<file path="config.mk">
export PLATFORM = sky130hd
export DESIGN_NAME = uart_resp_tx
export DESIGN_NICKNAME = d
export VERILOG_FILES = /design/src/rtl/uart_resp_tx_pkg.sv /design/src/rtl/uart_resp_tx_sync_fifo.sv /design/src/rtl/uart_resp_tx.sv
export SDC_FILE = /design/constraint.sdc
export NUM_CORES = 1
export LEC_CHECK = 0
export ABC_AREA = 1
export CAP_MARGIN = 10
export CORE_UTILIZATION = 40
export DETAILED_ROUTE_END_ITERATION = 12
export SYNTH_ARGS = -nofsm -noshare
export SYNTH_HDL_FRONTEND = slang
export SYNTH_SLANG_ARGS = --single-unit
export TNS_END_PERCENT = 100
</file>
<file path="constraint.sdc">
create_clock -name clkin -period 3.9 [get_ports clkin]
set_input_delay 0.78 -clock clkin [delete_from_list [all_inputs] [get_ports clkin]]
set_output_delay 0.78 -clock clkin [all_outputs]
set_load 0.02 [all_outputs]
</file>
<file path="src/rtl/uart_resp_tx_pkg.sv">
// Shared definitions for the UART response path: defaults, FSM encoding and
// parameter legality helpers (also usable by the receiver side).
package uart_resp_tx_pkg;

    localparam int unsigned UART_CLKS_PER_BIT = 234;  // 27 MHz / 115200
    localparam int unsigned UART_FIFO_DEPTH   = 16;
    localparam int unsigned UART_STOP_BITS    = 1;

    typedef enum logic [1:0] {
        ST_IDLE  = 2'd0,
        ST_START = 2'd1,
        ST_DATA  = 2'd2,
        ST_STOP  = 2'd3
    } tx_state_e;

    function automatic logic stop_bits_legal(input int unsigned n);
        return (n == 1) || (n == 2);
    endfunction

    function automatic logic clks_per_bit_legal(input int unsigned n);
        return (n >= 4) && (n <= 65535);
    endfunction

    function automatic logic fifo_depth_legal(input int unsigned d);
        return (d >= 2) && (d <= 256) && ((d & (d - 1)) == 0);
    endfunction

endpackage

</file>
<file path="src/rtl/uart_resp_tx_sync_fifo.sv">
// Single-clock FIFO with first-word-fall-through read data.
// Ports:
//   clkin, reset_n       clock and asynchronous active-low reset
//   push_valid/push_data write request; accepted when not full or popping
//   pop                  consume the head entry (ignored when empty)
//   rd_data              head entry, valid whenever empty=0
//   full/empty/level     occupancy, combinational from the pointers
//   overflow             sticky: a push was dropped
module sync_fifo #(
    parameter int unsigned WIDTH = 8,
    parameter int unsigned DEPTH = 16
) (
    input  logic                     clkin,
    input  logic                     reset_n,
    input  logic                     push_valid,
    input  logic [WIDTH-1:0]         push_data,
    input  logic                     pop,
    output logic [WIDTH-1:0]         rd_data,
    output logic                     full,
    output logic                     empty,
    output logic [$clog2(DEPTH):0]   level,
    output logic                     overflow
);

    localparam int unsigned AW = $clog2(DEPTH);
    localparam logic [AW:0] PTR_ONE = (AW+1)'(1);

    logic [AW:0]      wr_ptr_q, wr_ptr_d;
    logic [AW:0]      rd_ptr_q, rd_ptr_d;
    logic             overflow_q, overflow_d;
    logic [WIDTH-1:0] mem_q [DEPTH];
    logic             push_ok;
    logic             pop_ok;

    // Extra pointer MSB distinguishes full from empty when the low bits match.
    assign full     = (wr_ptr_q[AW] != rd_ptr_q[AW]) && (wr_ptr_q[AW-1:0] == rd_ptr_q[AW-1:0]);
    assign empty    = (wr_ptr_q == rd_ptr_q);
    assign level    = wr_ptr_q - rd_ptr_q;
    assign rd_data  = mem_q[rd_ptr_q[AW-1:0]];
    assign overflow = overflow_q;

    // A pop on the same edge frees the slot, so a full FIFO still accepts.
    always_comb begin
        push_ok    = push_valid && (!full || pop);
        pop_ok     = pop && !empty;
        wr_ptr_d   = wr_ptr_q;
        rd_ptr_d   = rd_ptr_q;
        overflow_d = overflow_q;
        if (push_ok) begin
            wr_ptr_d = wr_ptr_q + PTR_ONE;
        end
        if (pop_ok) begin
            rd_ptr_d = rd_ptr_q + PTR_ONE;
        end
        if (push_valid && !push_ok) begin
            overflow_d = 1'b1;
        end
    end

    always_ff @(posedge clkin or negedge reset_n) begin
        if (!reset_n) begin
            wr_ptr_q   <= '0;
            rd_ptr_q   <= '0;
            overflow_q <= 1'b0;
        end else begin
            wr_ptr_q   <= wr_ptr_d;
            rd_ptr_q   <= rd_ptr_d;
            overflow_q <= overflow_d;
        end
    end

    // Storage needs no reset; the pointers define what is valid.
    always_ff @(posedge clkin) begin
        if (push_ok) begin
            mem_q[wr_ptr_q[AW-1:0]] <= push_data;
        end
    end

endmodule

</file>
<file path="src/rtl/uart_resp_tx.sv">
// Host-bound UART transmitter: queues response bytes and sends them as
// 8N1 frames (1 or 2 stop bits), LSB first, back to back when queued.
// Ports:
//   clkin, reset_n   clock and asynchronous active-low reset
//   push_valid       enqueue push_data this cycle
//   push_data        byte to transmit
//   fifo_full        FIFO holds FIFO_DEPTH bytes
//   fifo_level       bytes queued (excludes the byte on the wire)
//   overflow         sticky: a push was dropped
//   tx_busy          frame in progress or FIFO non-empty
//   uart_tx          registered serial output, idle high
module uart_resp_tx
    import uart_resp_tx_pkg::*;
#(
    parameter int unsigned CLKS_PER_BIT = UART_CLKS_PER_BIT,
    parameter int unsigned FIFO_DEPTH   = UART_FIFO_DEPTH,
    parameter int unsigned STOP_BITS    = UART_STOP_BITS
) (
    input  logic                            clkin,
    input  logic                            reset_n,
    input  logic                            push_valid,
    input  logic [7:0]                      push_data,
    output logic                            fifo_full,
    output logic [$clog2(FIFO_DEPTH):0]     fifo_level,
    output logic                            overflow,
    output logic                            tx_busy,
    output logic                            uart_tx
);

    localparam int unsigned STOP_CLKS = STOP_BITS * CLKS_PER_BIT;
    localparam int unsigned BAUD_W    = (STOP_CLKS > 1) ? $clog2(STOP_CLKS) : 1;
    localparam logic [BAUD_W-1:0] BIT_RELOAD  = BAUD_W'(CLKS_PER_BIT - 1);
    localparam logic [BAUD_W-1:0] STOP_RELOAD = BAUD_W'(STOP_CLKS - 1);
    localparam logic [BAUD_W-1:0] BAUD_ONE    = BAUD_W'(1);

    // Elaboration-time parameter checks.
    if (!stop_bits_legal(STOP_BITS)) begin : g_bad_stop_bits
        $error("uart_resp_tx: STOP_BITS must be 1 or 2");
    end
    if (!clks_per_bit_legal(CLKS_PER_BIT)) begin : g_bad_clks_per_bit
        $error("uart_resp_tx: CLKS_PER_BIT must be 4..65535");
    end
    if (!fifo_depth_legal(FIFO_DEPTH)) begin : g_bad_fifo_depth
        $error("uart_resp_tx: FIFO_DEPTH must be a power of two in 2..256");
    end

    tx_state_e         state_q, state_d;
    logic [BAUD_W-1:0] baud_q, baud_d;
    logic [2:0]        bit_idx_q, bit_idx_d;
    logic [7:0]        shift_q, shift_d;
    logic              uart_tx_q, uart_tx_d;

    logic              pop;
    logic              baud_done;
    logic [7:0]        fifo_rd_data;
    logic              fifo_empty;

    sync_fifo #(
        .WIDTH (8),
        .DEPTH (FIFO_DEPTH)
    ) u_fifo (
        .clkin      (clkin),
        .reset_n    (reset_n),
        .push_valid (push_valid),
        .push_data  (push_data),
        .pop        (pop),
        .rd_data    (fifo_rd_data),
        .full       (fifo_full),
        .empty      (fifo_empty),
        .level      (fifo_level),
        .overflow   (overflow)
    );

    assign baud_done = (baud_q == '0);
    assign tx_busy   = (state_q != ST_IDLE) || !fifo_empty;
    assign uart_tx   = uart_tx_q;

    // Frame sequencer; the line level is derived from the next state so the
    // start bit appears on the same edge that pops the byte.
    always_comb begin
        state_d   = state_q;
        baud_d    = baud_q;
        bit_idx_d = bit_idx_q;
        shift_d   = shift_q;
        pop       = 1'b0;
        uart_tx_d = 1'b1;

        unique case (state_q)
            ST_IDLE: begin
                if (!fifo_empty) begin
                    pop     = 1'b1;
                    shift_d = fifo_rd_data;
                    baud_d  = BIT_RELOAD;
                    state_d = ST_START;
                end
            end
            ST_START: begin
                if (baud_done) begin
                    baud_d    = BIT_RELOAD;
                    bit_idx_d = '0;
                    state_d   = ST_DATA;
                end else begin
                    baud_d = baud_q - BAUD_ONE;
                end
            end
            ST_DATA: begin
                if (baud_done) begin
                    if (bit_idx_q == 3'd7) begin
                        baud_d  = STOP_RELOAD;
                        state_d = ST_STOP;
                    end else begin
                        baud_d    = BIT_RELOAD;
                        bit_idx_d = bit_idx_q + 3'd1;
                        shift_d   = {1'b0, shift_q[7:1]};
                    end
                end else begin
                    baud_d = baud_q - BAUD_ONE;
                end
            end
            ST_STOP: begin
                if (baud_done) begin
                    // Chain straight into the next start bit when more is queued.
                    if (!fifo_empty) begin
                        pop     = 1'b1;
                        shift_d = fifo_rd_data;
                        baud_d  = BIT_RELOAD;
                        state_d = ST_START;
                    end else begin
                        state_d = ST_IDLE;
                    end
                end else begin
                    baud_d = baud_q - BAUD_ONE;
                end
            end
            default: begin
                state_d = ST_IDLE;
            end
        endcase

        unique case (state_d)
            ST_START: uart_tx_d = 1'b0;
            ST_DATA:  uart_tx_d = shift_d[0];
            default:  uart_tx_d = 1'b1;
        endcase
    end

    always_ff @(posedge clkin or negedge reset_n) begin
        if (!reset_n) begin
            state_q   <= ST_IDLE;
            baud_q    <= '0;
            bit_idx_q <= '0;
            shift_q   <= '0;
            uart_tx_q <= 1'b1;
        end else begin
            state_q   <= state_d;
            baud_q    <= baud_d;
            bit_idx_q <= bit_idx_d;
            shift_q   <= shift_d;
            uart_tx_q <= uart_tx_d;
        end
    end

endmodule

</file>
# Yosys cells after proc, flatten, opt, wreduce, memory -nomap -nowiden
# Memory sizes are Yosys's and may differ from the RTL's.
# Index checks and enable logic that the tools add are counted.
# totals
reg_bits	33
latchBits	0
ram_bits	128
rom_bits	0
inputBits	11
out_inout_bits	9
word_cells	71
memories	1
# memory_table
name	words	width	read_ports	rd_ports_with_merged_regs	wr	line_no	text
u_fifo.mem_q	16	8	1	0	1	uart_resp_tx_sync_fifo.sv:31	logic [WIDTH-1:0] mem_q [DEPTH];
# classes
n_addsub	5
mul	0
div_mod_pow	0
n_lt_le_gt_ge	0
n_eq_ne	13
shifts	0
muxes	26
n_bitwise	0
n_reduce_logical	17
# ops
cell	n
8-bit two-way mux	7
8-bit case mux with 3 select lines	2
5-bit by 1-bit adder with 5-bit output, second input constant	2
2-bit two-way mux	5
3-bit two-way mux	3
8-bit zero test	1
2-bit inequality test, second input constant	4
2-bit case mux with 4 select lines	1
4-bit AND reduction	2
8-bit by 1-bit subtractor with 8-bit output, second input constant	1
2-bit == test, second input constant	3
3-bit case mux with 2 select lines	1
5-bit == test	1
1-bit two-way mux	5
5-bit subtractor	1
2-bit by 1-bit == test with 1-bit output, second input constant	2
4-bit == test	1
1-bit logical AND	4
1-bit case mux with 2 select lines	2
2-bit nonzero test	2
3-bit by 1-bit adder with 3-bit output, second input constant	1
3-bit == test, second input constant	1
1-bit zero test	3
3-bit nonzero test	1
4 further kinds	5

# Logic depth before layout (Yosys ltp)
# Gate-level depths: netlist of run 1.
# depth
depth_word	8
ltp_mapped	15
depth_no_buf	14

# Modules after synthesis
# Synthesis of run 1 repeated with hierarchy kept, for this count alone.
# unflattened
cells_unflattened	895
area_unflattened_um2	8059.0
# by_module_without_submodules
mod	n_inst	cells_each	area_per_inst_um2	seq_area_each_um2
sync_fifo	1	679	6488.7	4119.0
uart_resp_tx	1	216	1570.3	551.8

# Least setup slack after synthesis of run 1
# OpenSTA, ideal clock, no wires.
# synth_path
path_kind	reg2reg
start	register u_fifo.rd_ptr_q[1]
end	memory u_fifo.mem_q[9][0], enable pin
setup_ps	383
t_arrival_ps	2479
t_required_ps	3517
setup_slack_ps	1038
stages_incl_launch_ff	13
path_buffers	3
period_less_slack_ps	2862
cell_sequence	dfrtp_1 > inv_1 > buf_2 > clkbuf_1 > ha_1 > nand2_1 > nor2_1 > nand2_2 > nand3b_4 > nand2_4 > nand2_4 > buf_6 > nor3_1
# synth_via
elab_chain_len	8
word_cells_on_any_way	11
cone_classes	eq/ne (2); mux (5); reduce/logical (4)
# synth_lines
item	line_no	text
start, declared	uart_resp_tx_sync_fifo.sv:29	logic [AW:0] rd_ptr_q, rd_ptr_d;
start signal, assigned	uart_resp_tx_sync_fifo.sv:67	rd_ptr_q <= rd_ptr_d;
5-bit == test	uart_resp_tx_sync_fifo.sv:37	assign empty = (wr_ptr_q == rd_ptr_q);
1-bit two-way mux	uart_resp_tx.sv:90, uart_resp_tx.sv:123	
1-bit two-way mux	uart_resp_tx.sv:121	if (baud_done) begin
1-bit case mux with 2 select lines	uart_resp_tx.sv:88	unique case (state_q)
1-bit logical OR (*)	uart_resp_tx_sync_fifo.sv:44	push_ok = push_valid && (!full || pop);
1-bit logical AND (*)	uart_resp_tx_sync_fifo.sv:44	
1-bit two-way mux (*)	uart_resp_tx_sync_fifo.sv:74	if (push_ok) begin
1-bit two-way mux (implied by the code) (*)	uart_resp_tx_sync_fifo.sv:75	mem_q[wr_ptr_q[AW-1:0]] <= push_data;
end, declared	uart_resp_tx_sync_fifo.sv:31	
# Every way passes the cells marked *; elsewhere a longest branch is shown, timed or not.

# Final worst setup path of run 1
# layout_path
start	register u_fifo.rd_ptr_q[1]
end	output port tx_busy
# layout_via
elab_chain_len	3
# layout_lines
item	line_no	text
5-bit == test	uart_resp_tx_sync_fifo.sv:37	
1-bit zero test	uart_resp_tx.sv:75	assign tx_busy = (state_q != ST_IDLE) || !fifo_empty;
1-bit logical OR	uart_resp_tx.sv:75	
end, declared	uart_resp_tx.sv:26	output logic tx_busy,
# No other way between the ends.

==> reports/results.ini, run 1 <==
[placed_design]
dp_hpwl_um=11200
port_buffers=19
gp_congestion=0.917
place_ws_ps=682

[synthesis]
yosysWarnings=0
yosysSeqAreaShare_pct=63.2
syn_avg_cell_area_um2=10.6
yosys-top-cells-count=128 x edfxtp_1, 110 x nand2_1, 93 x nor2_1, 70 x o21ai_0, 60 x inv_1
ys.flop_type=edfxtp_1
synth_top_area_share_pct=52.0
postSynthCellCount=696
ys_top_cells_by_area=edfxtp_1 52%, dfrtp_1 11%, nand2_1 5.6%, o21ai_0 4.7%, nor2_1 4.7%
synth_nets=727
synth-async-reset-ratio_pct=20.5
yosysMostFrequentCell=edfxtp_1
synth_area_mm2=0.00739
synth_edf_count=128
synth.largest_area_cell=edfxtp_1
yosys_register_bits=161
synth_cell_types=39

[cells_and_area]
layout-drive-gt1-share_pct=10.9
fill_cells=1627
nNetsFinal=762
diodes=0
area_growth_pct=14.3

[clocking]
htree_levels=4
cts.sinks=161
postCtsSetupRepairBufs=0
clock_path_buffers=2
clkTransAtPathRegs_ps=60
clock_latency_ps=430
cts_buffers=17
cts-root-buf=clkbuf_16
cts_tree=yes

[global_route]
grt_usage_pct=19.5
grt_first_pass_wirelength_um=27000
grt_max_degree=68
gr-total-overflow=0
first_global_vias=5136
antenna_found_initial=0

[power_and_ir_drop]
leakage_nw=3.22
irDropWorstVdd_mv=0.306
power_density_mw_per_mm2=517

[route]
first_iter_violations=379
dr.pass1.iters=5
vias=5139
post-route-drc-count=0
antenna_left=0
via_per_inst=5.29
wire_per_inst_um=17.5
routed_wl_um=17000

[timing]
min_period_over_period_pct=91.4
finalSetupTns_ps=0
clock_skew_ps=8.67
tightest_slew_ps=1010
final_hold_viol_count=0
max_freq_mhz=281
setup_violations=0
holdWs_ps=471
finalCriticalPeriod_ps=3560
rsz0062_at_grt=no
fin_ws_ps=335
slew_headroom_pct=32.7
drv_slew=0

[floorplanning]
die-area_mm2=0.0190
ios=20
start_util_pct=41.0
die_h_um=138
fp-row-count=49
core_mm2=0.0180
die_w_um=138

[hold_path]
hold_path_class=reg -> reg
hp-start=u_fifo.overflow$_DFFE_PN0P_

[critical_path]
startpoint=u_fifo.rd_ptr_q[1]$_DFFE_PN0P_
startpoint_type=flip-flop
worst_ep_required_time_ps=3120
end_kind=primary output
reg2reg_from=u_fifo.rd_ptr_q[1]$_DFFE_PN0P_
path_class=reg -> out
path_max_fanout=30
worstPathArrival_ps=2780

[outcome]
status=complete, no violations

[run]
drv_cap=0

[sequential cells by signal (all words and copies together), names as in the netlist]
name	count
u_fifo.overflow	1
shift_q	8
u_fifo.rd_ptr_q	5
state_q	2
uart_tx	1
u_fifo.wr_ptr_q	5
u_fifo.mem_q	128
bit_idx_q	3
baud_q	8
[worst max-delay path: stages, from the launching register on]
cell and delay, ps:
dfrtp_1 350, buf_4 310, inv_1 100, ha_1 310, nand2_1 100, nor2_1 120
nand2_2 190, inv_4 230, nand2_1 100, clkdlybuf4s50_1 540
[kinds of logic after synthesis]
kind of cell | share of synthesized area [%]
AOI/OAI and AO/OA | 10.5
xor gates and xnor gates | 1.52
adders and majority gates | 3.49
buffers and inverters | 5.23
DFF | 63.2
and+or+nand+nor | 16.1
[repair_timing]
action | CTS | global route
gates resized for setup | 0 | 2
endpoints found under the hold margin | 0 | 0
endpoints found under the setup margin | 0 | 1
hold buffers | 0 | 0
[stage by stage]
step / util, % / total power [mW] / cell area, um^2 / cells
3_5_place_dp: 43.9 / 2.87 / 7910 / 941
4_1_cts: 46.8 / 4.40 / 8440 / 972
2_1_floorplan: - / 2.53 / 7390 / 696
3_3_place_gp: 43.9 / 2.85 / 7910 / 941
6_report: 46.9 / 4.37 / 8450 / 972
5_1_grt: 46.9 / 4.56 / 8450 / 972
[cells in the final DEF, fill, tap and decap left out, types with 3 or more instances in the layout]
cell type | netlist | final
xor2_1 | 8 | 8
o21ai_1 | 4 | 4
dfrtp_1 | 32 | 31
o211ai_1 | 16 | 16
o22ai_1 | 14 | 14
nand3_1 | 38 | 38
inv_6 | 0 | 3
o21ai_0 | 70 | 70
nand2_1 | 110 | 110
nand2_4 | 4 | 4
inv_1 | 60 | 60
xnor2_1 | 3 | 3
clkinv_1 | 2 | 3
nor3_1 | 16 | 16
nor2_2 | 3 | 3
edfxtp_1 | 128 | 128
buf_4 | 1 | 23
nor2_1 | 93 | 93
nand2_2 | 4 | 4
a21oi_1 | 21 | 21
clkdlybuf4s50_1 | 0 | 19
ha_1 | 19 | 19
clkbuf_16 | 0 | 17
inv_2 | 6 | 5
inv_8 | 0 | 3
[routing by layer]
metal,GRT usage [%],routed length [um]
met2,32.1,8370
met5,0,0
met1,24.8,7310
met4,6.40,304
met3,5.19,1000
[power breakdown]
group	switching (mW)	internal [mW]
logic	0.477	0.271
clock network	0.707	0.826
registers	0.0651	2.02
total	1.25	3.12
[layout make-up]
class	instances	area [um^2]	share of cell area (%)
multi-input cells	441	2330	27.6
clock inverters	13	106	1.26
repair buffers	42	363	4.30
flip-flops and latches	161	4670	55.3
clock buffers	18	429	5.08
inverters	68	258	3.05
well taps	229	287	3.39
[worst paths after layout]
| path | to | cells after the start | slack (ps) |
|---|---|---|---|
| min in group asynchronous | baud_q[2]$_DFF_PN0_ | 1 | 910 |
| min | u_fifo.overflow$_DFFE_PN0P_ | 1 | 470 |
| max | tx_busy | 9 | 340 |
| max reg2reg | u_fifo.mem_q[11][5]$_DFFE_PP_ | 11 | 1210 |
| min reg2reg | u_fifo.overflow$_DFFE_PN0P_ | 1 | 470 |
| max in group asynchronous | u_fifo.rd_ptr_q[0]$_DFFE_PN0P_ | 2 | 2210 |
Note: power is estimated with default switching activity, not from simulation.
==> inputs of run 2 (changes only) <==
--- a/constraint.sdc
+++ b/constraint.sdc
@@ -3,2 +3,2 @@
 set_output_delay 0.78 -clock clkin [all_outputs]
-set_load 0.02 [all_outputs]
+set_load 0.05 [all_outputs]
==> run 2 against run 1 <==
  * Cell count decreased by 0.10%
  * Count of clock-buffer cells in the layout decreased by 1
  * Clock skew increased by 4.3 ps
  * Final area increased by 0.56%
  * Setup slack got worse by 150 ps
  * Sequential share of layout area decreased by 0.31 points
  * Critical path type unchanged
==> reports/results.ini, run 2 (synthesis gave the netlist of run 1 again) <==
[outcome]
status=complete, no violations

[critical_path]
startpoint=u_fifo.rd_ptr_q[2]$_DFFE_PN0P_
reg2reg_from=u_fifo.rd_ptr_q[2]$_DFFE_PN0P_
r2r_cells=9
path_max_fanout=18
worst_ep_required_time_ps=3120
path_class=reg -> out
end_kind=primary output
crit_path_end=tx_busy
rr_endpoint=u_fifo.mem_q[15][1]$_DFFE_PP_
ff2ff_setup_slack_ps=690
startpoint_type=flip-flop
worstPathArrival_ps=2930

[run]
drv_cap=0

[cells_and_area]
multi_input_area_mm2=0.00233
final_common_cell=edfxtp_1
finalNonFillerCells=971
largest_reg_flops=128
fill_cells=1646
regArea_mm2=0.00467
layout-drive-gt1-share_pct=11.7
area_growth_pct=15.0
fin_util_pct=47.1
diodes=0
stdcell_area_mm2=0.00849
nNetsFinal=760
mostFrequentLayoutCells=128 x edfxtp_1, 110 x nand2_1, 93 x nor2_1

[timing]
holdWs_ps=480
tightest_slew_ps=843
rsz0062_at_grt=no
fin_ws_ps=185
min_period_over_period_pct=95.3
setup_violations=0
clock_skew_ps=12.9
drv_slew=0
final_hold_viol_count=0
finalCriticalPeriod_ps=3710
max_freq_mhz=269
finalSetupTns_ps=0
slew_headroom_pct=43.6

[placed_design]
dp_hpwl_um=12100
place_inst=939
place_area_mm2=0.00792
place_ws_ps=655
gp_congestion=0.923
port_buffers=19

[clocking]
cts.sinks=161
htree_levels=4
clock_latency_ps=440
clock_path_buffers=2
postCtsResizedCells=0
clkTransAtPathRegs_ps=70
cts_buffers=17
postCtsSetupRepairBufs=0
cts_hold_buf=0
cts-root-buf=clkbuf_16
cts_tree=yes

[floorplanning]
ios=20
core_mm2=0.0180
die_h_um=138
fp-row-count=49
die_w_um=138
start_util_pct=41.0
die-area_mm2=0.0190

[route]
antenna_left=0
vias=5191
first_iter_violations=486
routed_wl_um=18000
via_per_inst=5.35
dr.pass1.iters=5
post-route-drc-count=0
wire_per_inst_um=18.6

[power_and_ir_drop]
leakage_nw=3.24
irDropWorstVdd_mv=0.349
power_density_mw_per_mm2=543
p_total_mw=4.61

[global_route]
first_global_vias=5121
antenna_found_initial=0
grt_max_degree=68
grt_first_pass_wirelength_um=28000
gr-total-overflow=0
grt_usage_pct=20.3

[hold_path]
hold_path_class=reg -> reg

-- run 2: cell count changes in the layout (fill, tap and decap cells not counted), sizes merged --
cell / before / now
clkinvlp: 2 / 3
inv: 72 / 74
clkbuf: 18 / 17
buf: 23 / 25
clkdlybuf4s50: 19 / 15
clkinv: 7 / 6
-- run 2: worst min-delay path by stage --
stage	from	endpoint	slack, ps	cells past startpoint
2_1_floorplan	shift_q[0]$_DFF_PN0_	shift_q[0]$_DFF_PN0_	440	2
3_3_place_gp	bit_idx_q[1]$_DFFE_PN0P_	bit_idx_q[1]$_DFFE_PN0P_	470	2
3_5_place_dp	u_fifo.overflow$_DFFE_PN0P_	u_fifo.overflow$_DFFE_PN0P_	480	1
4_1_cts	u_fifo.overflow$_DFFE_PN0P_	u_fifo.overflow$_DFFE_PN0P_	490	1
5_1_grt	shift_q[0]$_DFF_PN0_	shift_q[0]$_DFF_PN0_	500	2
6_report	u_fifo.overflow$_DFFE_PN0P_	u_fifo.overflow$_DFFE_PN0P_	480	1
-- run 2: cell type report --
| type | count | area share, % |
|---|---|---|
| timing repair buffer | 40 | 4.42 |
| inverter | 68 | 3.05 |
| sequential | 161 | 55.0 |
| clock inverter | 15 | 1.69 |
| clock buffer | 17 | 5.01 |
| tap | 229 | 3.37 |
| multi-input combinational | 441 | 27.5 |
-- run 2: report_power, final --
group | internal (mW) | leakage (nW) | switching [mW] | total, mW
clock network | 0.845 | 0.276 | 0.759 | 1.60
logic | 0.292 | 1.41 | 0.629 | 0.921
registers | 2.02 | 1.55 | 0.0665 | 2.09
-- run 2: worst max-delay path: stages, from the launching register on --
cell and delay (ps):
dfrtp_1 650, clkinvlp_4 330, ha_1 440, nand2_1 120, nor2_1 150, nand2_2 180
inv_2 310, nand2_1 120, buf_4 210
-- run 2: routing by layer --
metal	global-route usage (%)	routed length (um)	vias to the layer above
li1	-	-	2461
met2	31.6	8520	179
met3	4.90	989	33
met5	0	0	-
met4	8.45	490	0
met1	27.1	8030	2518
==> inputs of run 3 (changes only) <==
Settings changed: CELL_PAD_IN_SITES_DETAIL_PLACEMENT set to 0, CELL_PAD_IN_SITES_GLOBAL_PLACEMENT set to 2, CORE_UTILIZATION 40 to 39, PLACE_DENSITY_LB_ADDON set to 0.1, SYNTH_HIERARCHICAL set to 1.
==> run 3 against run 2 <==
  * Sequential share of layout area decreased by 3.9 points
  * Sequential power increased by 7%
  * Via count increased by 12%
  * Flip-flop and latch count unchanged
  * Routed wire length increased by 14%
  * Hold slack got worse by 0.79 ps
  * Combinational power increased to 3.6 times the previous value
  * Synthesized cell count increased by 29%
  * Die area increased by 12%
==> reports/results.ini, run 3 <==
[outcome]
status=complete, no violations

[synthesis]
synth_cell_types=36
synth_area_mm2=0.00806
synthMuxAreaShare_pct=0
synth_compound_gate_area_share_pct=3.60
synth_top_family_by_area=simple AND/OR/NAND/NOR gates
yosys_register_bits=161
synth_nets=926
postSynthCellCount=895
yosysWarnings=6
syn_avg_cell_area_um2=9.00
synth_top_area_share_pct=47.7
synth.largest_area_cell=edfxtp_1
synth-async-reset-ratio_pct=20.5
yosysMostFrequentCell=nand2_1
synthAdderAreaFrac_pct=3.20
yosys-top-cells-count=283 x nand2_1, 161 x inv_1, 128 x edfxtp_1, 103 x nand3_1, 55 x nor2_1
ys.flop_type=edfxtp_1
yosysSeqAreaShare_pct=58.0
ys_top_cells_by_area=edfxtp_1 48%, nand2_1 13%, dfrtp_1 9.9%, inv_1 7.5%, nand3_1 6.4%
yosys.area_share.simple_pct=24.4
synth_edf_count=128
synth_xor_area_share_pct=1.30

[power_and_ir_drop]
leakage_nw=4.15
power_density_mw_per_mm2=791
irDropWorstVdd_mv=0.505

[clocking]
cts.sinks=161
postCtsSetupRepairBufs=0
clock_path_buffers=2
cts_tree=yes
clock_latency_ps=430
cts_hold_buf=0
cts_buffers=17
postCtsResizedCells=0
cts-root-buf=clkbuf_16
clkTransAtPathRegs_ps=70
htree_levels=4

[global_route]
first_global_vias=5808
met1_usage_pct=27.9
busiest_layer=met2
grt_usage_pct=20.8
grt_first_pass_wirelength_um=32500
gr-total-overflow=0
met2_usage_pct=33.2
antenna_found_initial=0
grt_max_degree=67
grt_util_met3_pct=4.83

[timing]
drv_slew=0
max_freq_mhz=312
finalSetupTns_ps=0
tightest_slew_ps=1110
setup_violations=0
clock_skew_ps=14.4
final_hold_viol_count=0
finalCriticalPeriod_ps=3200
min_period_over_period_pct=82.1
slew_headroom_pct=25.7
rsz0062_at_grt=no
holdWs_ps=479

[floorplanning]
die_w_um=146
start_util_pct=39.8
fp-row-count=52
die-area_mm2=0.0212
die_h_um=146
ios=20
core_mm2=0.0202

[cells_and_area]
largest_reg_flops=128
final_common_cell=nand2_1
nNetsFinal=942
layout-drive-gt1-share_pct=7.58
diodes=0
stdcell_area_mm2=0.00915
mostFrequentLayoutCells=283 x nand2_1, 160 x inv_1, 128 x edfxtp_1
area_growth_pct=13.5

[hold_path]
hold_depth=1
hold_path_class=reg -> reg

[critical_path]
worst_ep_required_time_ps=3950
worstPathArrival_ps=3250
startpoint_type=flip-flop
end_kind=flip-flop
path_max_fanout=21
r2r_cells=14
path_class=reg -> reg

[route]
wire_per_inst_um=17.2
routed_wl_um=20600
dr.pass1.iters=5
first_iter_violations=315
via_per_inst=4.87
antenna_left=0
vias=5812
post-route-drc-count=0

[placed_design]
gp_congestion=0.850
dp_hpwl_um=14000
port_buffers=19
place_area_mm2=0.00854

[run]
drv_cap=0

==> run 3: cell types whose count changed after synthesis, sizes merged, moves of 16 or more <==
cell	previous run	this run
nand3	38	103
nor2	97	61
nand2	118	294
inv	66	162
o21ai	76	22
nor3	17	1
==> run 3: layout make-up <==
type | instances | area (um^2)
fillers | 1983 | 11100
flip-flops and latches | 161 | 4670
multi-input cells | 539 | 2620
inverters | 165 | 621
clock buffers | 17 | 425
well taps | 270 | 338
repair buffers | 27 | 305
clock inverters | 15 | 170
==> run 3: layer usage <==
layer	share of wire, %	up-vias
met3	5.3	27
met2	48	134
li1	-	2869
met1	45	2782
met5	0	-
met4	1.9	0
==> run 3: cell families (layout without fill, tap and decap cells) <==
| group | Yosys count | in the layout |
|---|---|---|
| AOI/OAI and AO/OA | 47 | 47 |
| buffers and inverters | 195 | 224 |
| and+or+nand+nor | 460 | 460 |
| adders and majority gates | 20 | 20 |
| xor gates and xnor gates | 12 | 12 |
| DFF | 161 | 161 |
==> run 3: where the power goes <==
group	switching [mW]	internal (mW)	leakage, nW
clock network	0.733	0.912	0.291
registers	0.140	2.10	1.58
logic	2.25	1.10	2.28
==> run 3: final timing paths <==
check / slack, ps / endpoint / start
worst max-delay path: 700 / u_fifo/mem_q[6][1]$_DFFE_PP_ / u_fifo/rd_ptr_q[3]$_DFFE_PN0P_
worst min-delay path: 480 / u_fifo/overflow$_DFFE_PN0P_ / u_fifo/overflow$_DFFE_PN0P_
worst max register to register: 700 / u_fifo/mem_q[6][1]$_DFFE_PP_ / u_fifo/rd_ptr_q[3]$_DFFE_PN0P_
worst min register to register: 480 / u_fifo/overflow$_DFFE_PN0P_ / u_fifo/overflow$_DFFE_PN0P_
max in group asynchronous: 2520 / shift_q[5]$_DFFE_PN0P_ / reset_n
min in group asynchronous: 730 / baud_q[0]$_DFF_PN0_ / reset_n
==> run 3: per-stage QoR <==
stage	power, mW	setup slack [ps]	instances	util [%]
after floorplan	4.52	801	895	-
after global placement	5.64	767	1161	42.2
after detailed placement	5.64	691	1161	42.2
after CTS	7.31	685	1193	45.1
after global routing	7.75	412	1194	45.2
final	7.24	699	1194	45.2
==> run 3: critical path, stage by stage, from the launching register on <==
cell and delay (ps):
dfrtp_1 370, inv_1 290, ha_1 360, nand2_2 120
nor2_4 50, nand2_1 80, inv_1 40, buf_4 180
inv_1 80, nand2_1 50, nor2_1 130, inv_1 100
nand4_4 140, nand2_4 240, nor2_1 590
